$ cat config.mk
export PLATFORM = sky130hd
export DESIGN_NAME = lif_array_flat
export DESIGN_NICKNAME = d
export VERILOG_FILES = /design/src/rtl/lif_pkg.sv /design/src/rtl/lif_array_if.sv /design/src/rtl/lif_update.sv /design/src/rtl/lif_array.sv /design/src/flat_wrapper.sv
export SDC_FILE = /design/constraint.sdc
export NUM_CORES = 1
export LEC_CHECK = 0
export CORE_AREA = 2 2 107 109
export CTS_BUF_LIST = sky130_fd_sc_hd__clkbuf_4 sky130_fd_sc_hd__clkbuf_8
export CTS_CLUSTER_SIZE = 25
export DETAILED_ROUTE_END_ITERATION = 10
export DIE_AREA = 0 0 109 111
export PLACE_DENSITY_LB_ADDON = 0.1
export SKIP_LAST_GASP = 1
export SLEW_MARGIN = 25
export SYNTH_ARGS = -nofsm -noshare
export SYNTH_HDL_FRONTEND = slang
export SYNTH_HIERARCHICAL = 1
export SYNTH_SLANG_ARGS = --single-unit
$ cat constraint.sdc
create_clock -name clk -period 14 [get_ports clk]
set_input_delay 2.8 -clock clk [delete_from_list [all_inputs] [get_ports clk]]
set_output_delay 2.8 -clock clk [all_outputs]
set_load 0.1 [all_outputs]
$ cat src/rtl/lif_pkg.sv
// Shared types and helpers for the leaky integrate-and-fire neuron bank.
package lif_pkg;

   localparam int W_DEF      = 8;
   localparam int REFR_W_DEF = 4;

   typedef enum logic [0:0] {
      ST_IDLE  = 1'b0,
      ST_CLEAR = 1'b1
   } fsm_state_t;

   localparam logic RESET_TO_CURRENT = 1'b0;
   localparam logic RESET_SUBTRACT   = 1'b1;

   // Unsigned add clamped to 2^w-1; operands must already fit in w bits.
   function automatic logic [31:0] sat_add(input logic [31:0] a, input logic [31:0] b,
                                           input int unsigned w);
      logic [32:0] sum_s;
      logic [32:0] max_s;
      sum_s = {1'b0, a} + {1'b0, b};
      max_s = (33'd1 << w) - 33'd1;
      if (sum_s > max_s) begin
         return max_s[31:0];
      end else begin
         return sum_s[31:0];
      end
   endfunction

endpackage

$ cat src/rtl/lif_array_if.sv
// Input, configuration and result signals of the neuron bank.
interface lif_array_if #(
   parameter int W         = 8,
   parameter int N_NEURONS = 4,
   parameter int REFR_W    = 4,
   parameter int IDX_W     = $clog2(N_NEURONS)
);
   logic              in_valid;
   logic              in_ready;
   logic [IDX_W-1:0]  in_idx;
   logic [W-1:0]      in_current;
   logic [W-1:0]      cfg_threshold;
   logic [2:0]        cfg_decay_shift;
   logic [REFR_W-1:0] cfg_refractory;
   logic              cfg_reset_sub;
   logic              clr_req;
   logic              out_valid;
   logic [IDX_W-1:0]  out_idx;
   logic              out_spike;
   logic [W-1:0]      out_state;

   modport master (
      output in_valid, in_idx, in_current, cfg_threshold, cfg_decay_shift,
             cfg_refractory, cfg_reset_sub, clr_req,
      input  in_ready, out_valid, out_idx, out_spike, out_state
   );

   modport slave (
      input  in_valid, in_idx, in_current, cfg_threshold, cfg_decay_shift,
             cfg_refractory, cfg_reset_sub, clr_req,
      output in_ready, out_valid, out_idx, out_spike, out_state
   );
endinterface

$ cat src/rtl/lif_update.sv
// Combinational single-neuron update: leak, integrate, fire, refractory.
module lif_update
   import lif_pkg::*;
#(
   parameter int W      = W_DEF,
   parameter int REFR_W = REFR_W_DEF
) (
   input  logic [W-1:0]      s,
   input  logic [REFR_W-1:0] r,
   input  logic [W-1:0]      cur,
   input  logic [W-1:0]      threshold,
   input  logic [2:0]        decay_shift,
   input  logic [REFR_W-1:0] refractory,
   input  logic              reset_sub,
   output logic [W-1:0]      s_next,
   output logic [REFR_W-1:0] r_next,
   output logic              spike
);

   function automatic logic [W-1:0] leak(input logic [W-1:0] v, input logic [2:0] sh);
      if (32'(sh) >= W) begin
         return {W{1'b0}};
      end else begin
         return v >> sh;
      end
   endfunction

   // Refractory check first; spike decision uses the stored pre-update state.
   always_comb begin
      s_next = {W{1'b0}};
      r_next = {REFR_W{1'b0}};
      spike  = 1'b0;
      if (r != {REFR_W{1'b0}}) begin
         r_next = r - REFR_W'(1);
      end else if (s >= threshold) begin
         spike  = 1'b1;
         r_next = refractory;
         if (reset_sub == RESET_SUBTRACT) begin
            s_next = W'(sat_add(32'(cur), 32'(leak(s - threshold, decay_shift)), W));
         end else begin
            s_next = cur;
         end
      end else begin
         s_next = W'(sat_add(32'(cur), 32'(leak(s, decay_shift)), W));
      end
   end

endmodule

$ cat src/rtl/lif_array.sv
// Time-multiplexed bank of leaky integrate-and-fire neurons with a clear sweep.
module lif_array
   import lif_pkg::*;
#(
   parameter int W         = W_DEF,
   parameter int N_NEURONS = 4,
   parameter int REFR_W    = REFR_W_DEF,
   parameter int IDX_W     = $clog2(N_NEURONS)
) (
   input logic        clk,
   input logic        rst_n,
   lif_array_if.slave bus
);

   logic [W-1:0]      state_r [N_NEURONS];
   logic [REFR_W-1:0] refr_r  [N_NEURONS];
   fsm_state_t        fsm_r;
   fsm_state_t        fsm_next_s;
   logic [IDX_W-1:0]  clr_idx_r;

   logic              accept_s;
   logic              idx_ok_s;
   logic              wr_en_s;
   logic [W-1:0]      cur_state_s;
   logic [REFR_W-1:0] cur_refr_s;
   logic [W-1:0]      new_state_s;
   logic [REFR_W-1:0] new_refr_s;
   logic              spike_s;

   logic              out_valid_r;
   logic [IDX_W-1:0]  out_idx_r;
   logic              out_spike_r;
   logic [W-1:0]      out_state_r;

   generate
      if ((2 ** IDX_W) == N_NEURONS) begin : g_full_idx
         assign idx_ok_s = 1'b1;
      end else begin : g_part_idx
         assign idx_ok_s = ({1'b0, bus.in_idx} < (IDX_W+1)'(N_NEURONS));
      end
   endgenerate

   assign bus.in_ready = (fsm_r == ST_IDLE);
   assign accept_s     = bus.in_valid & bus.in_ready;
   assign wr_en_s      = accept_s & idx_ok_s;

   // Read the addressed neuron; out-of-range indices read as zero.
   always_comb begin
      cur_state_s = {W{1'b0}};
      cur_refr_s  = {REFR_W{1'b0}};
      if (idx_ok_s) begin
         cur_state_s = state_r[bus.in_idx];
         cur_refr_s  = refr_r[bus.in_idx];
      end else begin
         cur_state_s = {W{1'b0}};
         cur_refr_s  = {REFR_W{1'b0}};
      end
   end

   lif_update #(.W(W), .REFR_W(REFR_W)) u_update (
      .s           (cur_state_s),
      .r           (cur_refr_s),
      .cur         (bus.in_current),
      .threshold   (bus.cfg_threshold),
      .decay_shift (bus.cfg_decay_shift),
      .refractory  (bus.cfg_refractory),
      .reset_sub   (bus.cfg_reset_sub),
      .s_next      (new_state_s),
      .r_next      (new_refr_s),
      .spike       (spike_s)
   );

   // Clear FSM state register.
   always_ff @(posedge clk or negedge rst_n) begin
      if (!rst_n) begin
         fsm_r <= ST_IDLE;
      end else begin
         fsm_r <= fsm_next_s;
      end
   end

   // Clear FSM next-state: one neuron cleared per CLEAR cycle.
   always_comb begin
      fsm_next_s = fsm_r;
      case (fsm_r)
         ST_IDLE: begin
            if (bus.clr_req) begin
               fsm_next_s = ST_CLEAR;
            end else begin
               fsm_next_s = ST_IDLE;
            end
         end
         ST_CLEAR: begin
            if (clr_idx_r == IDX_W'(N_NEURONS - 1)) begin
               fsm_next_s = ST_IDLE;
            end else begin
               fsm_next_s = ST_CLEAR;
            end
         end
         default: fsm_next_s = ST_IDLE;
      endcase
   end

   // Sweep pointer: parked at 0 while idle, advances through the bank in CLEAR.
   always_ff @(posedge clk or negedge rst_n) begin
      if (!rst_n) begin
         clr_idx_r <= {IDX_W{1'b0}};
      end else if (fsm_r == ST_CLEAR) begin
         clr_idx_r <= clr_idx_r + IDX_W'(1);
      end else begin
         clr_idx_r <= {IDX_W{1'b0}};
      end
   end

   // Membrane and refractory arrays; sweep and updates never coincide.
   always_ff @(posedge clk or negedge rst_n) begin
      if (!rst_n) begin
         for (int k = 0; k < N_NEURONS; k++) begin
            state_r[k] <= {W{1'b0}};
            refr_r[k]  <= {REFR_W{1'b0}};
         end
      end else begin
         for (int k = 0; k < N_NEURONS; k++) begin
            if ((fsm_r == ST_CLEAR) && (clr_idx_r == IDX_W'(k))) begin
               state_r[k] <= {W{1'b0}};
               refr_r[k]  <= {REFR_W{1'b0}};
            end else if (wr_en_s && (bus.in_idx == IDX_W'(k))) begin
               state_r[k] <= new_state_s;
               refr_r[k]  <= new_refr_s;
            end
         end
      end
   end

   // Result register, valid for one cycle after each in-range accept.
   always_ff @(posedge clk or negedge rst_n) begin
      if (!rst_n) begin
         out_valid_r <= 1'b0;
         out_idx_r   <= {IDX_W{1'b0}};
         out_spike_r <= 1'b0;
         out_state_r <= {W{1'b0}};
      end else begin
         out_valid_r <= wr_en_s;
         if (wr_en_s) begin
            out_idx_r   <= bus.in_idx;
            out_spike_r <= spike_s;
            out_state_r <= new_state_s;
         end
      end
   end

   assign bus.out_valid = out_valid_r;
   assign bus.out_idx   = out_idx_r;
   assign bus.out_spike = out_spike_r;
   assign bus.out_state = out_state_r;

endmodule

$ cat src/flat_wrapper.sv
// flat-port wrapper written by rule: the top's interface ports become plain ports
module lif_array_flat import lif_pkg::*;
#(
   parameter int W         = W_DEF,
   parameter int N_NEURONS = 4,
   parameter int REFR_W    = REFR_W_DEF,
   parameter int IDX_W     = $clog2(N_NEURONS)
)
  (clk, rst_n, bus_in_valid, bus_in_idx, bus_in_current, bus_cfg_threshold, bus_cfg_decay_shift, bus_cfg_refractory, bus_cfg_reset_sub, bus_clr_req, bus_in_ready, bus_out_valid, bus_out_idx, bus_out_spike, bus_out_state);
  lif_array_if #(.W(W), .N_NEURONS(N_NEURONS), .REFR_W(REFR_W), .IDX_W(IDX_W)) bus_i ();
  input logic clk;
  input logic rst_n;
  input wire logic [$bits(bus_i.in_valid)-1:0] bus_in_valid;
  input wire logic [$bits(bus_i.in_idx)-1:0] bus_in_idx;
  input wire logic [$bits(bus_i.in_current)-1:0] bus_in_current;
  input wire logic [$bits(bus_i.cfg_threshold)-1:0] bus_cfg_threshold;
  input wire logic [$bits(bus_i.cfg_decay_shift)-1:0] bus_cfg_decay_shift;
  input wire logic [$bits(bus_i.cfg_refractory)-1:0] bus_cfg_refractory;
  input wire logic [$bits(bus_i.cfg_reset_sub)-1:0] bus_cfg_reset_sub;
  input wire logic [$bits(bus_i.clr_req)-1:0] bus_clr_req;
  output wire logic [$bits(bus_i.in_ready)-1:0] bus_in_ready;
  output wire logic [$bits(bus_i.out_valid)-1:0] bus_out_valid;
  output wire logic [$bits(bus_i.out_idx)-1:0] bus_out_idx;
  output wire logic [$bits(bus_i.out_spike)-1:0] bus_out_spike;
  output wire logic [$bits(bus_i.out_state)-1:0] bus_out_state;
  assign bus_i.in_valid = bus_in_valid;
  assign bus_i.in_idx = bus_in_idx;
  assign bus_i.in_current = bus_in_current;
  assign bus_i.cfg_threshold = bus_cfg_threshold;
  assign bus_i.cfg_decay_shift = bus_cfg_decay_shift;
  assign bus_i.cfg_refractory = bus_cfg_refractory;
  assign bus_i.cfg_reset_sub = bus_cfg_reset_sub;
  assign bus_i.clr_req = bus_clr_req;
  assign bus_in_ready = bus_i.in_ready;
  assign bus_out_valid = bus_i.out_valid;
  assign bus_out_idx = bus_i.out_idx;
  assign bus_out_spike = bus_i.out_spike;
  assign bus_out_state = bus_i.out_state;
  lif_array #(.W(W), .N_NEURONS(N_NEURONS), .REFR_W(REFR_W), .IDX_W(IDX_W)) u_core (.clk(clk), .rst_n(rst_n), .bus(bus_i));
endmodule
; ---- Yosys cells after proc, flatten, opt, wreduce, memory -nomap -nowiden
; Cells that the tools add are included.
[word_totals]
reg_bits = 63
inputBits = 30
output_inout_bits = 13
elab_cells = 89
[op_classes]
addsub = 5
n_lt_le_gt_ge = 4
n_eq_ne = 6
shift = 2
muxes = 40
bitwise = 3
n_reduce_logical = 15
[op_table]
columns = cell, n
row1 = 2-to-1 mux 8 bit, 20
row2 = 2-to-1 mux 4 bit, 12
row3 = adder 8 x 8 -> 9 bit, 2
row4 = greater-than comparator 9 x 8 -> 1 bit (second input constant), 2
row5 = binary-select mux 8 bit (select 2 bit), 1
row6 = right shift 8 x 3 -> 8 bit, 2
row7 = binary-select mux 4 bit (select 2 bit), 1
row8 = equality test 2 bit (second input constant), 4
row9 = greater-or-equal comparator 8 bit, 1
row10 = logical AND 1 bit, 8
row11 = nonzero test 2 bit, 4
row12 = subtractor 8 bit, 1
row13 = equality test 2 x 1 -> 1 bit (second input constant), 2
row14 = logical NOT 2 bit, 2
row15 = 2-to-1 mux 1 bit, 4
row16 = nonzero test 4 bit, 1
row17 = subtractor 4 x 1 -> 4 bit (second input constant), 1
row18 = greater-or-equal comparator 3 bit (second input constant), 1
row19 = NOT 2 -> 3 bit, 1
row20 = adder 2 x 1 -> 2 bit (second input constant), 1
row21 = 2-to-1 mux 2 bit, 1
row22 = one-hot mux 1 bit (2 select lines), 1
row23 = bitwise AND 1 bit, 1
row24 = NOT 1 bit, 1

; ---- Longest topological paths before layout
; Gate-level depths: netlist of run 1.
[depth]
ltp_word = 17
mapped_depth = 21
ltp_nobuf = 20

; ---- Modules after synthesis
; The synthesis of run 1 kept the hierarchy.
[by_module_without_submodules]
columns = mod, instances, cells_per_inst, area_per_inst_um2, seq_area_each_um2
row1 = lif_array, 1, 218, 3133.0, 1576.5
row2 = lif_update, 1, 260, 1828.0, 0.0

; ---- Least setup slack after synthesis of run 1
; OpenSTA, ideal clock, no wires.
[synth_timing]
path_kind = input to register
from = in bus_in_idx[0]
to = reg u_core.out_state_r[5], in the netlist u_core/bus.out_state[5]
setup_ns = 0.069
arrival_time_ns = 7.326
required_time_ns = 13.931
setup_slack_ns = 6.605
path_stages = 20
path_buffers = 2
path_cell_list = buf_2 -> buf_2 -> mux4_2 -> ha_1 -> nor2b_1 -> o31ai_1 -> a211oi_1 -> mux2_2 -> a221oi_1 -> a21o_1 -> ha_1 -> inv_1 -> fa_1 -> nand3b_1 -> nand3_1 -> a31oi_1 -> o21bai_1 -> o22ai_1 -> a211oi_1 -> mux2_2
[synth_via]
elab_chain_cells = 15
elab_cells_between_ends = 26
cone_classes = add/sub (3) / order compare (3) / shift (2) / mux (16) / bitwise (1) / reduce/logical (1)
[synth_rtl]
columns = item, line_no
row1 = "start, declared", flat_wrapper.sv:14  ; input wire logic [$bits(bus_i.in_idx)-1:0] bus_in_idx;
row2 = NOT 2 -> 3 bit (implied by the code) *, lif_array.sv:52  ; cur_state_s = state_r[bus.in_idx];
row3 = binary-select mux 8 bit (select 2 bit) *, lif_array.sv:52
row4 = 2-to-1 mux 8 bit (implied by the code) * (2 in series), lif_array.sv:52
row5 = named net u_core.cur_state_s[1], lif_array.sv:24  ; logic [W-1:0] cur_state_s;
row6 = subtractor 8 bit, lif_update.sv:39  ; s_next = W'(sat_add(32'(cur), 32'(leak(s - threshold, decay_shift)), W));
row7 = right shift 8 x 3 -> 8 bit, lif_update.sv:24  ; return v >> sh;
row8 = 2-to-1 mux 8 bit, lif_update.sv:38  ; if (reset_sub == RESET_SUBTRACT) begin
row9 = 2-to-1 mux 8 bit, lif_update.sv:35  ; end else if (s >= threshold) begin
row10 = 2-to-1 mux 8 bit, lif_update.sv:33  ; if (r != {REFR_W{1'b0}}) begin
row11 = adder 8 x 8 -> 9 bit, lif_pkg.sv:20  ; sum_s = {1'b0, a} + {1'b0, b};
row12 = greater-than comparator 9 x 8 -> 1 bit, lif_pkg.sv:22  ; if (sum_s > max_s) begin
row13 = 2-to-1 mux 8 bit, lif_pkg.sv:22
row14 = 2-to-1 mux 8 bit, lif_update.sv:38
row15 = 2-to-1 mux 8 bit *, lif_update.sv:35
row16 = 2-to-1 mux 8 bit *, lif_update.sv:33
row17 = named net u_core.new_state_s[5], lif_array.sv:26  ; logic [W-1:0] new_state_s;
row18 = "end signal, assigned", lif_array.sv:141  ; out_state_r <= {W{1'b0}};
row19 = "end signal, assigned", lif_array.sv:147  ; out_state_r <= new_state_s;
row20 = "end, declared", lif_array.sv:33  ; logic [W-1:0] out_state_r;
; The timed path passes the listed nets; every way through them passes the cells marked *. The select of a mux whose other input is x is not followed.
; A chain may end at the register's enable or synchronous reset.

; ---- Worst setup path in the final report of run 1
[layout_timing]
from = in bus_in_idx[1]
to = reg u_core/state_r[13] (netlist bit)
[layout_via]
elab_chain_cells = 17
elab_cells_between_ends = 31
cone_classes = add/sub (3) / order compare (3) / eq/ne (1) / shift (2) / mux (18) / bitwise (1) / reduce/logical (3)
[layout_rtl]
columns = item, line_no
row1 = NOT 2 -> 3 bit (implied by the code) *, lif_array.sv:52
row2 = binary-select mux 8 bit (select 2 bit) *, lif_array.sv:52
row3 = 2-to-1 mux 8 bit (implied by the code) * (2 in series), lif_array.sv:52
row4 = named net u_core.cur_state_s[0], lif_array.sv:24
row5 = subtractor 8 bit, lif_update.sv:39
row6 = right shift 8 x 3 -> 8 bit, lif_update.sv:24
row7 = 2-to-1 mux 8 bit, lif_update.sv:38
row8 = 2-to-1 mux 8 bit, lif_update.sv:35
row9 = [2 not listed], --
row10 = greater-than comparator 9 x 8 -> 1 bit, lif_pkg.sv:22
row11 = 2-to-1 mux 8 bit, lif_pkg.sv:22
row12 = 2-to-1 mux 8 bit, lif_update.sv:38
row13 = 2-to-1 mux 8 bit *, lif_update.sv:35
row14 = 2-to-1 mux 8 bit *, lif_update.sv:33
row15 = named net u_core.new_state_s[5], lif_array.sv:26
row16 = 2-to-1 mux 8 bit *, lif_array.sv:127  ; end else if (wr_en_s && (bus.in_idx == IDX_W'(k))) begin
row17 = 2-to-1 mux 8 bit *, lif_array.sv:124  ; if ((fsm_r == ST_CLEAR) && (clr_idx_r == IDX_W'(k))) begin
row18 = "end signal, assigned by index", lif_array.sv:119  ; state_r[k] <= {W{1'b0}};
row19 = "end signal, assigned by index", lif_array.sv:125  ; state_r[k] <= {W{1'b0}};
row20 = "end signal, assigned by index", lif_array.sv:128  ; state_r[k] <= new_state_s;
row21 = "end, declared", lif_array.sv:15  ; logic [W-1:0] state_r [N_NEURONS];
; Marked as above.

==> flow_metrics.env, run 1 <==
export IMPL_die_h_um=111
export IMPL_path_buf_inv=3
export IMPL_rows=39
export IMPL_hpwlAfterDp_um=8852
export IMPL_path_max_fanout=17
export IMPL_synth_avg_cell_area_um2=10.38
export IMPL_path_cells="clkdlybuf4s50_1, mux4_2, inv_1, ha_1, fa_1, nor2b_2, o22ai_1, xor2_1, or2_2, a221oi_1, a21o_1, ha_1, inv_1, fa_1, nand3b_1, nand3_1, a31oi_1, o21bai_1, o22ai_1, a211oi_1, mux2_2"
export IMPL_start_kind="primary input"
export IMPL_worst_hold_slack_ps=477.1
export IMPL_antenna_found_initial=0
export IMPL_tightest_slew_ps=973.8
export IMPL_cts_clk_slew_worst_paths_ps=60
export IMPL_gp_congestion=0.8873
export IMPL_slew_headroom_pct=34.88
export IMPL_hold_path_depth=1
export IMPL_end_kind="flip-flop"
export IMPL_ant_nets=0
export IMPL_max_freq_ghz=0.1214
export IMPL_cts_resized=0
export IMPL_track_usage_pct=22.21
export IMPL_drt_vias_per_instance=5.939
export IMPL_setup_viol=0
export IMPL_clock_sinks=63
export IMPL_root_buffer="clkbuf_8"
export IMPL_syn_nets=542
export IMPL_drive_gt1_share_pct=20.00
export IMPL_place_ws_ps=5462
export IMPL_initial_utilization_pct=44.79
export IMPL_worstHoldPathType="reg2reg"
export IMPL_status="complete, no violations"
export IMPL_critPathTopFamily="compound AO/OA/AOI/OAI gates"
export IMPL_power_total_mw=1.287
export IMPL_final_cell_mix="dfrtp_1, mux2_2, a21boi_0"
export IMPL_ys_seq_elements=63
export IMPL_netlist_area_um2=4961
export IMPL_grt_setup_unrepaired="false"
export IMPL_dr_pass1_iters=4
export IMPL_async_reset_ff_share_pct=100.0
export IMPL_maxCapViolCount=0
export IMPL_dieArea_um2=12100
export IMPL_yosysWarnings=6
export IMPL_syn_instance_count=478
export IMPL_ios=43
export IMPL_grt_pass1_wl_um=20810
export IMPL_wl_um=12740
export IMPL_cts_htree_levels=3
export IMPL_p_per_area_nw_per_um2=228.3
export IMPL_rr_worst_depth=18
export IMPL_cts_hold_buf=0
export IMPL_final_common_cell="dfrtp_1"
export IMPL_diodes=0
export IMPL_cts_buffers=9
export IMPL_synth_cell_types=58
export IMPL_drt_initial_drc_count=303
export IMPL_skew_ps=5.831
export IMPL_synth_edf_count=0
export IMPL_portBuffers=42
export IMPL_cp_arrival_ps=8510
export IMPL_ys_flop_type="dfrtp_1"
export IMPL_core_um2=11080
export IMPL_area_delta_synth_final_pct=13.67
export IMPL_first_global_vias=3950
export IMPL_post_cts_buffers=0
export IMPL_fin_nets=570
export IMPL_fin_crit_ps=8237
export IMPL_grt_ovfl_total=0
export IMPL_hold_violations=0
export IMPL_worst_slack_ps=5763
export IMPL_clk_insertion_delay_late_ps=330
export IMPL_critical_path_max_stage_delay_ps=1050
export IMPL_post_drt_wl_per_cell_um=19.51
export IMPL_period_share_pct=58.84
export IMPL_worst_path_stages=21
export IMPL_grt_start_max_net_pins=64
export IMPL_ys_seq_area_share_pct=31.78
export IMPL_cp_slowest_cell="clkdlybuf4s50_1"
export IMPL_drc_errors=0
export IMPL_crit_type="in2reg"
export IMPL_power_leakage_nw=2.589
export IMPL_clk_path_buf_depth=2
export IMPL_ir_drop_v=0.0001481
export IMPL_cp_required_ps=14270
export IMPL_finalSetupTns_ps=0
export IMPL_drv_slew=0
export IMPL_cts_tree="yes"
export IMPL_die_width_um=109
export IMPL_vias=3878
==> flip-flops by register name (all words and copies together) (netlist names) <==
name	flops
u_core/bus.out_state	8
u_core/fsm_r	1
u_core/clr_idx_r	2
u_core/refr_r	16
u_core/bus.out_spike	1
u_core/state_r	32
u_core/bus.out_valid	1
u_core/bus.out_idx	2
==> cell families (layout without fill, tap and decap cells) <==
kind of cell	after synthesis	count (layout)	share of synthesized area, %
XOR/XNOR	11	11	1.942
multiplexers	86	86	22.70
adder cells (fa/ha/maj)	34	34	9.029
buffers and inverters	52	84	4.262
flip-flops	63	63	31.78
AND/OR/NAND/NOR	84	84	9.054
AO/OA/AOI/OAI	148	148	21.24
==> final cells by class <==
type,count,area [um2]
fillers,1039,5438
multi-input cells,363,3173
flip-flops and latches,63,1577
repair buffers,45,432.9
clock buffers,15,187.7
well taps,143,178.9
inverters,24,90.09
==> cell usage after synthesis (3+ instances only) <==
master,n,share of area [%]
nor3_1,6,0.61
ha_1,31,7.8
xnor2_1,7,1.2
o22ai_1,7,0.88
and2_1,3,0.38
mux2_4,10,3.0
xor2_1,4,0.71
o21a_1,7,1.1
a211oi_1,4,0.61
a311oi_1,3,0.53
buf_2,7,0.71
clkbuf_1,19,1.4
nand2_1,10,0.76
mux2_2,52,12
mux4_2,12,5.4
nand2b_1,9,1.1
inv_1,24,1.8
nor3b_1,3,0.45
a21oi_1,29,2.9
a31oi_1,5,0.63
o21ai_0,10,1.0
nand3_1,4,0.40
mux2i_1,12,2.4
a21o_1,10,1.5
a21boi_0,48,7.3
fa_1,3,1.2
nor2b_1,4,0.50
dfrtp_1,63,32
o221ai_1,5,0.88
nor2_1,29,2.2
a221oi_1,3,0.53
==> routing by layer <==
metal  part of all wire [%]  global-route usage (%)
met3                    3.6                   3.645
met1                     47                   31.36
met5                      0                       0
met4                   0.97                   5.726
met2                     49                   35.32
==> where the power goes <==
group	switching (mW)	total, mW	leakage (nW)	internal [mW]
sequential	0.0373	0.295	0.833	0.257
clock	0.0649	0.149	0.100	0.0840
combinational	0.526	0.844	1.66	0.318
==> path summary, 6_finish.rpt <==
| check | start | end | slack [ps] |
|---|---|---|---|
| setup / recovery | bus_in_idx[1] | u_core/state_r[13] | 5760 |
| hold / removal | u_core/clr_idx_r[0] | u_core/clr_idx_r[0] | 480 |
| setup reg to reg | u_core/state_r[1] | u_core/state_r[13] | 8870 |
| hold reg to reg | u_core/clr_idx_r[0] | u_core/clr_idx_r[0] | 480 |
| max in group asynchronous | rst_n | u_core/bus.out_state[6] | 10800 |
| min in group asynchronous | rst_n | u_core/bus.out_state[4] | 2640 |
==> stage by stage <==
| step | std cells | util, % | cell area, um2 |
|---|---|---|---|
| after floorplan | 478 | - | 4961 |
| after global placement | 638 | 49.26 | 5456 |
| after detailed placement | 638 | 49.21 | 5451 |
| after CTS | 653 | 50.91 | 5639 |
| after global routing | 653 | 50.91 | 5639 |
| final | 653 | 50.91 | 5639 |
No activity file was read; power rests on OpenSTA's default activity.
==> inputs of run 2 (changes only) <==
Clock period 14 ns to 6.99 ns, I/O delays scaled along.
==> run 2 against run 1 <==
Net effect: clock skew grew 4.8 ps; core utilization grew 0.72 points; first-iteration DRC count shrank 48%; clock power grew 120%; total power grew 100%; combinational power grew 100%; critical path depth shrank 1; sequential cell count is the same; wire length shrank 1.1%; final cell count grew 1.2%; cell area grew 1.4%; largest power group unchanged; highest routed layer unchanged.
==> flow_metrics.env, run 2 (synthesis gave the netlist of run 1 again) <==
export IMPL_hold_violations=0
export IMPL_final_common_cell="dfrtp_1"
export IMPL_track_usage_pct=22.17
export IMPL_setup_viol=0
export IMPL_p_per_area_nw_per_um2=460.2
export IMPL_r2r_setup_slack_ps=1830
export IMPL_reg2reg_from="u_core/state_r[14]"
export IMPL_clk_path_buf_depth=2
export IMPL_cts_resized=0
export IMPL_critPathTopFamily="compound AO/OA/AOI/OAI gates"
export IMPL_ant_nets=0
export IMPL_cts_tree="yes"
export IMPL_wl_um=12600
export IMPL_critical_path_max_stage_delay_ps=810
export IMPL_status="complete, no violations"
export IMPL_vias=3826
export IMPL_initial_utilization_pct=44.79
export IMPL_cts_buffers=9
export IMPL_largest_reg_flops=32
export IMPL_maxCapViolCount=0
export IMPL_period_share_pct=94.17
export IMPL_power_total_mw=2.632
export IMPL_grt_start_max_net_pins=64
export IMPL_top_register="u_core/state_r"
export IMPL_die_h_um=111
export IMPL_ir_drop_v=0.0002849
export IMPL_dpl_cell_area_um2=5522
export IMPL_clk_insertion_delay_late_ps=350
export IMPL_cts_clk_slew_worst_paths_ps=70
export IMPL_post_cts_buffers=0
export IMPL_clock_sinks=63
export IMPL_drt_initial_drc_count=158
export IMPL_grt_ovfl_total=0
export IMPL_drc_errors=0
export IMPL_core_um2=11080
export IMPL_tightest_slew_ps=983.9
export IMPL_cp_slowest_cell="clkdlybuf4s50_1"
export IMPL_area_delta_synth_final_pct=15.28
export IMPL_dieArea_um2=12100
export IMPL_final_cells=661
export IMPL_finalSetupTns_ps=0
export IMPL_portBuffers=42
export IMPL_place_ws_ps=32.62
export IMPL_crit_type="in2reg"
export IMPL_worst_path_stages=20
export IMPL_drive_gt1_share_pct=21.04
export IMPL_fin_crit_ps=6582
export IMPL_gp_congestion=0.8760
export IMPL_path_cells="clkdlybuf4s50_1, buf_4, mux4_2, ha_1, nand2_1, o21ai_0, a21bo_2, xor2_1, o32ai_1, a21o_1, ha_1, inv_1, fa_1, nand3b_1, nand3_1, a31oi_1, o21bai_1, o221ai_1, a21oi_1, mux2_2"
export IMPL_path_max_fanout=9
export IMPL_worstReg2RegEnd="u_core/state_r[18]"
export IMPL_drt_vias_per_instance=5.788
export IMPL_diodes=0
export IMPL_final_cell_mix="dfrtp_1, mux2_2, a21boi_0"
export IMPL_fin_nets=577
export IMPL_dp_cells=645
export IMPL_endpoint="u_core/state_r[18]"
export IMPL_worst_hold_slack_ps=478.8
export IMPL_hpwlAfterDp_um=8891
export IMPL_cp_arrival_ps=6870
export IMPL_start_kind="primary input"
export IMPL_root_buffer="clkbuf_8"
export IMPL_rows=39
export IMPL_worst_slack_ps=407.8
export IMPL_cts_htree_levels=3
export IMPL_dr_pass1_iters=4
export IMPL_worstHoldPathType="reg2reg"
export IMPL_end_kind="flip-flop"
export IMPL_skew_ps=10.63
export IMPL_crit_path_start="bus_in_idx[1]"
export IMPL_register_area_um2=1577
export IMPL_cp_required_ps=7280
export IMPL_die_width_um=109
export IMPL_ios=43
export IMPL_rr_worst_depth=18
export IMPL_grt_pass1_wl_um=20580
export IMPL_power_leakage_nw=2.634
export IMPL_fillers=1022
export IMPL_cts_hold_buf=0
export IMPL_max_freq_ghz=0.1519
export IMPL_drv_slew=0
export IMPL_path_buf_inv=3
export IMPL_antenna_found_initial=0
export IMPL_post_drt_wl_per_cell_um=19.06
export IMPL_multi_input_area_um2=3173
export IMPL_slew_headroom_pct=34.20
export IMPL_first_global_vias=3899
export IMPL_cpMostUsedCell="ha_1"
export IMPL_grt_setup_unrepaired="false"
export IMPL_postLayoutCoreUtil_pct=51.63
export IMPL_design_area_um2=5719
-- run 2: area by class of cell --
| type | instances | area share, % |
|---|---|---|
| multi-input combinational | 363 | 55.48 |
| tap | 143 | 3.128 |
| timing repair buffer | 52 | 8.795 |
| sequential | 63 | 27.57 |
| clock inverter | 4 | 0.7876 |
| inverter | 24 | 1.575 |
| clock buffer | 12 | 2.669 |
-- run 2: power by group --
part           internal (mW)  total (mW)  leakage (nW)  switching, mW
Sequential             0.515       0.589         0.833         0.0733
Combinational          0.668        1.72          1.69           1.05
Clock                  0.181       0.322         0.107          0.141
Total                   1.36        2.63          2.63           1.27
-- run 2: metal layers --
layer / part of all wire (%) / global-route usage, %
met5: 0 / 0
met3: 3.3 / 4.292
met1: 47 / 30.29
met4: 0.94 / 5.812
met2: 49 / 35.86
-- run 2: how the worst min path moves through the flow --
stage                        start                  end  slack, ps  cells past startpoint
2_1_floorplan  u_core/clr_idx_r[0]  u_core/clr_idx_r[0]        450                      1
3_3_place_gp   u_core/clr_idx_r[0]  u_core/clr_idx_r[0]        470                      1
3_5_place_dp   u_core/clr_idx_r[0]  u_core/clr_idx_r[0]        470                      1
4_1_cts        u_core/clr_idx_r[0]  u_core/clr_idx_r[0]        480                      1
5_1_grt        u_core/clr_idx_r[0]  u_core/clr_idx_r[0]        520                      1
6_report       u_core/clr_idx_r[0]  u_core/clr_idx_r[0]        480                      1
==> inputs of run 3 (changes only) <==
Settings changed: PLACE_DENSITY set to 0.67, PLACE_DENSITY_LB_ADDON 0.1 to not set.
==> run 3 against run 2 <==
Net effect: wire length shrank 1.9%; highest routed layer unchanged; non-clock buffer count shrank 2; total power fell by 2.8%; cell area decreased by 0.74%; sequential share of layout area is 0.21 points higher; sequential cell count did not move.
==> flow_metrics.env, run 3 (synthesis gave the netlist of run 1 again) <==
export IMPL_drt_initial_drc_count=215
export IMPL_power_leakage_nw=2.607
export IMPL_skew_ps=7.532
export IMPL_diodes=0
export IMPL_dieArea_um2=12100
export IMPL_max_freq_ghz=0.1541
export IMPL_fin_crit_ps=6491
export IMPL_cts_tree="yes"
export IMPL_cts_clk_slew_worst_paths_ps=60
export IMPL_initial_utilization_pct=44.79
export IMPL_start_kind="primary input"
export IMPL_die_h_um=111
export IMPL_clock_sinks=63
export IMPL_cts_htree_levels=3
export IMPL_slew_headroom_pct=35.28
export IMPL_post_cts_buffers=0
export IMPL_design_area_um2=5677
export IMPL_clk_insertion_delay_late_ps=330
export IMPL_root_buffer="clkbuf_8"
export IMPL_final_cell_mix="dfrtp_1, mux2_2, a21boi_0"
export IMPL_path_max_fanout=6
export IMPL_hold_violations=0
export IMPL_largest_reg_flops=32
export IMPL_die_width_um=109
export IMPL_dpl_cell_area_um2=5507
export IMPL_crit_type="in2reg"
export IMPL_final_common_cell="dfrtp_1"
export IMPL_first_global_vias=4032
export IMPL_cts_hold_buf=0
export IMPL_grt_pass1_wl_um=20230
export IMPL_portBuffers=42
export IMPL_drive_gt1_share_pct=20.27
export IMPL_hpwlAfterDp_um=8888
export IMPL_tightest_slew_ps=967.8
export IMPL_vias=3882
export IMPL_ios=43
export IMPL_grt_ovfl_total=0
export IMPL_drv_slew=0
export IMPL_end_kind="flip-flop"
export IMPL_wl_um=12360
export IMPL_rows=39
export IMPL_worstHoldPathType="reg2reg"
export IMPL_cp_arrival_ps=6760
export IMPL_track_usage_pct=21.28
export IMPL_ir_drop_v=0.0003574
export IMPL_area_delta_synth_final_pct=14.43
export IMPL_status="complete, no violations"
export IMPL_cts_resized=0
export IMPL_post_drt_wl_per_cell_um=18.84
export IMPL_antenna_found_initial=0
export IMPL_place_ws_ps=185.6
export IMPL_ant_nets=0
export IMPL_maxCapViolCount=0
export IMPL_grt_setup_unrepaired="false"
export IMPL_cp_required_ps=7260
export IMPL_gp_congestion=0.8778
export IMPL_core_um2=11080
export IMPL_worst_slack_ps=499.3
export IMPL_setup_viol=0
export IMPL_grt_start_max_net_pins=64
export IMPL_dr_pass1_iters=5
export IMPL_fin_nets=575
export IMPL_clk_path_buf_depth=2
export IMPL_drt_vias_per_instance=5.918
export IMPL_top_register="u_core/state_r"
export IMPL_p_per_area_nw_per_um2=450.7
export IMPL_drc_errors=0
export IMPL_finalSetupTns_ps=0
export IMPL_period_share_pct=92.86
export IMPL_cts_buffers=9
[run 3: critical path, stage by stage]
cell and delay, ps:
clkdlybuf4s50_1 700, buf_4 240, mux4_2 330, ha_1 320
nor2b_1 170, o31ai_1 330, a211oi_1 180, mux2_2 320
a221oi_1 280, a21o_1 130, ha_1 180, inv_1 70
fa_1 390, nand3b_1 190, nand3_1 140, a31oi_1 110
o21bai_1 300, o221ai_1 220, a21oi_1 500, mux2_2 250
[run 3: report_power, final]
part           internal [mW]  switching [mW]
combinational          0.647            1.04
sequential             0.516          0.0793
clock                  0.151           0.129
[run 3: cell type report]
type,instances,area [um2]
clock buffers,12,165.2
clock inverters,1,5.005
fillers,969,5400
inverters,24,90.09
multi-input cells,363,3173
flip-flops and latches,63,1577
well taps,143,178.9
repair buffers,50,488.0
[run 3: worst paths after layout]
check	slack, ps	cells after the start	startpoint	to
worst max-delay path	500	20	bus_in_idx[1]	u_core/state_r[10]
worst min-delay path	480	1	u_core/clr_idx_r[0]	u_core/clr_idx_r[0]
worst max register to register	1960	18	u_core/state_r[1]	u_core/state_r[10]
worst min register to register	480	1	u_core/clr_idx_r[0]	u_core/clr_idx_r[0]
max in group asynchronous	5230	2	rst_n	u_core/bus.out_state[3]
min in group asynchronous	1220	2	rst_n	u_core/fsm_r
[run 3: per-layer routing]
layer	vias to the layer above	GRT usage [%]	part of all wire, %	routed length, um
met5	-	0	0	0
met4	0	5.641	1.4	176
met3	19	3.057	4.7	584
met2	97	35.32	49	6047
met1	1919	28.88	45	5551
li1	1847	-	-	-
[run 3: metrics by stage]
stage	hold slack, ps	power, mW	cells	util, %
2_1_floorplan	450.4	1.833	478	-
3_3_place_gp	473.4	2.231	643	49.71
3_5_place_dp	475.4	2.275	643	49.71
4_1_cts	484.6	2.566	656	51.25
5_1_grt	509.4	2.737	656	51.25
6_report	481.5	2.559	656	51.25
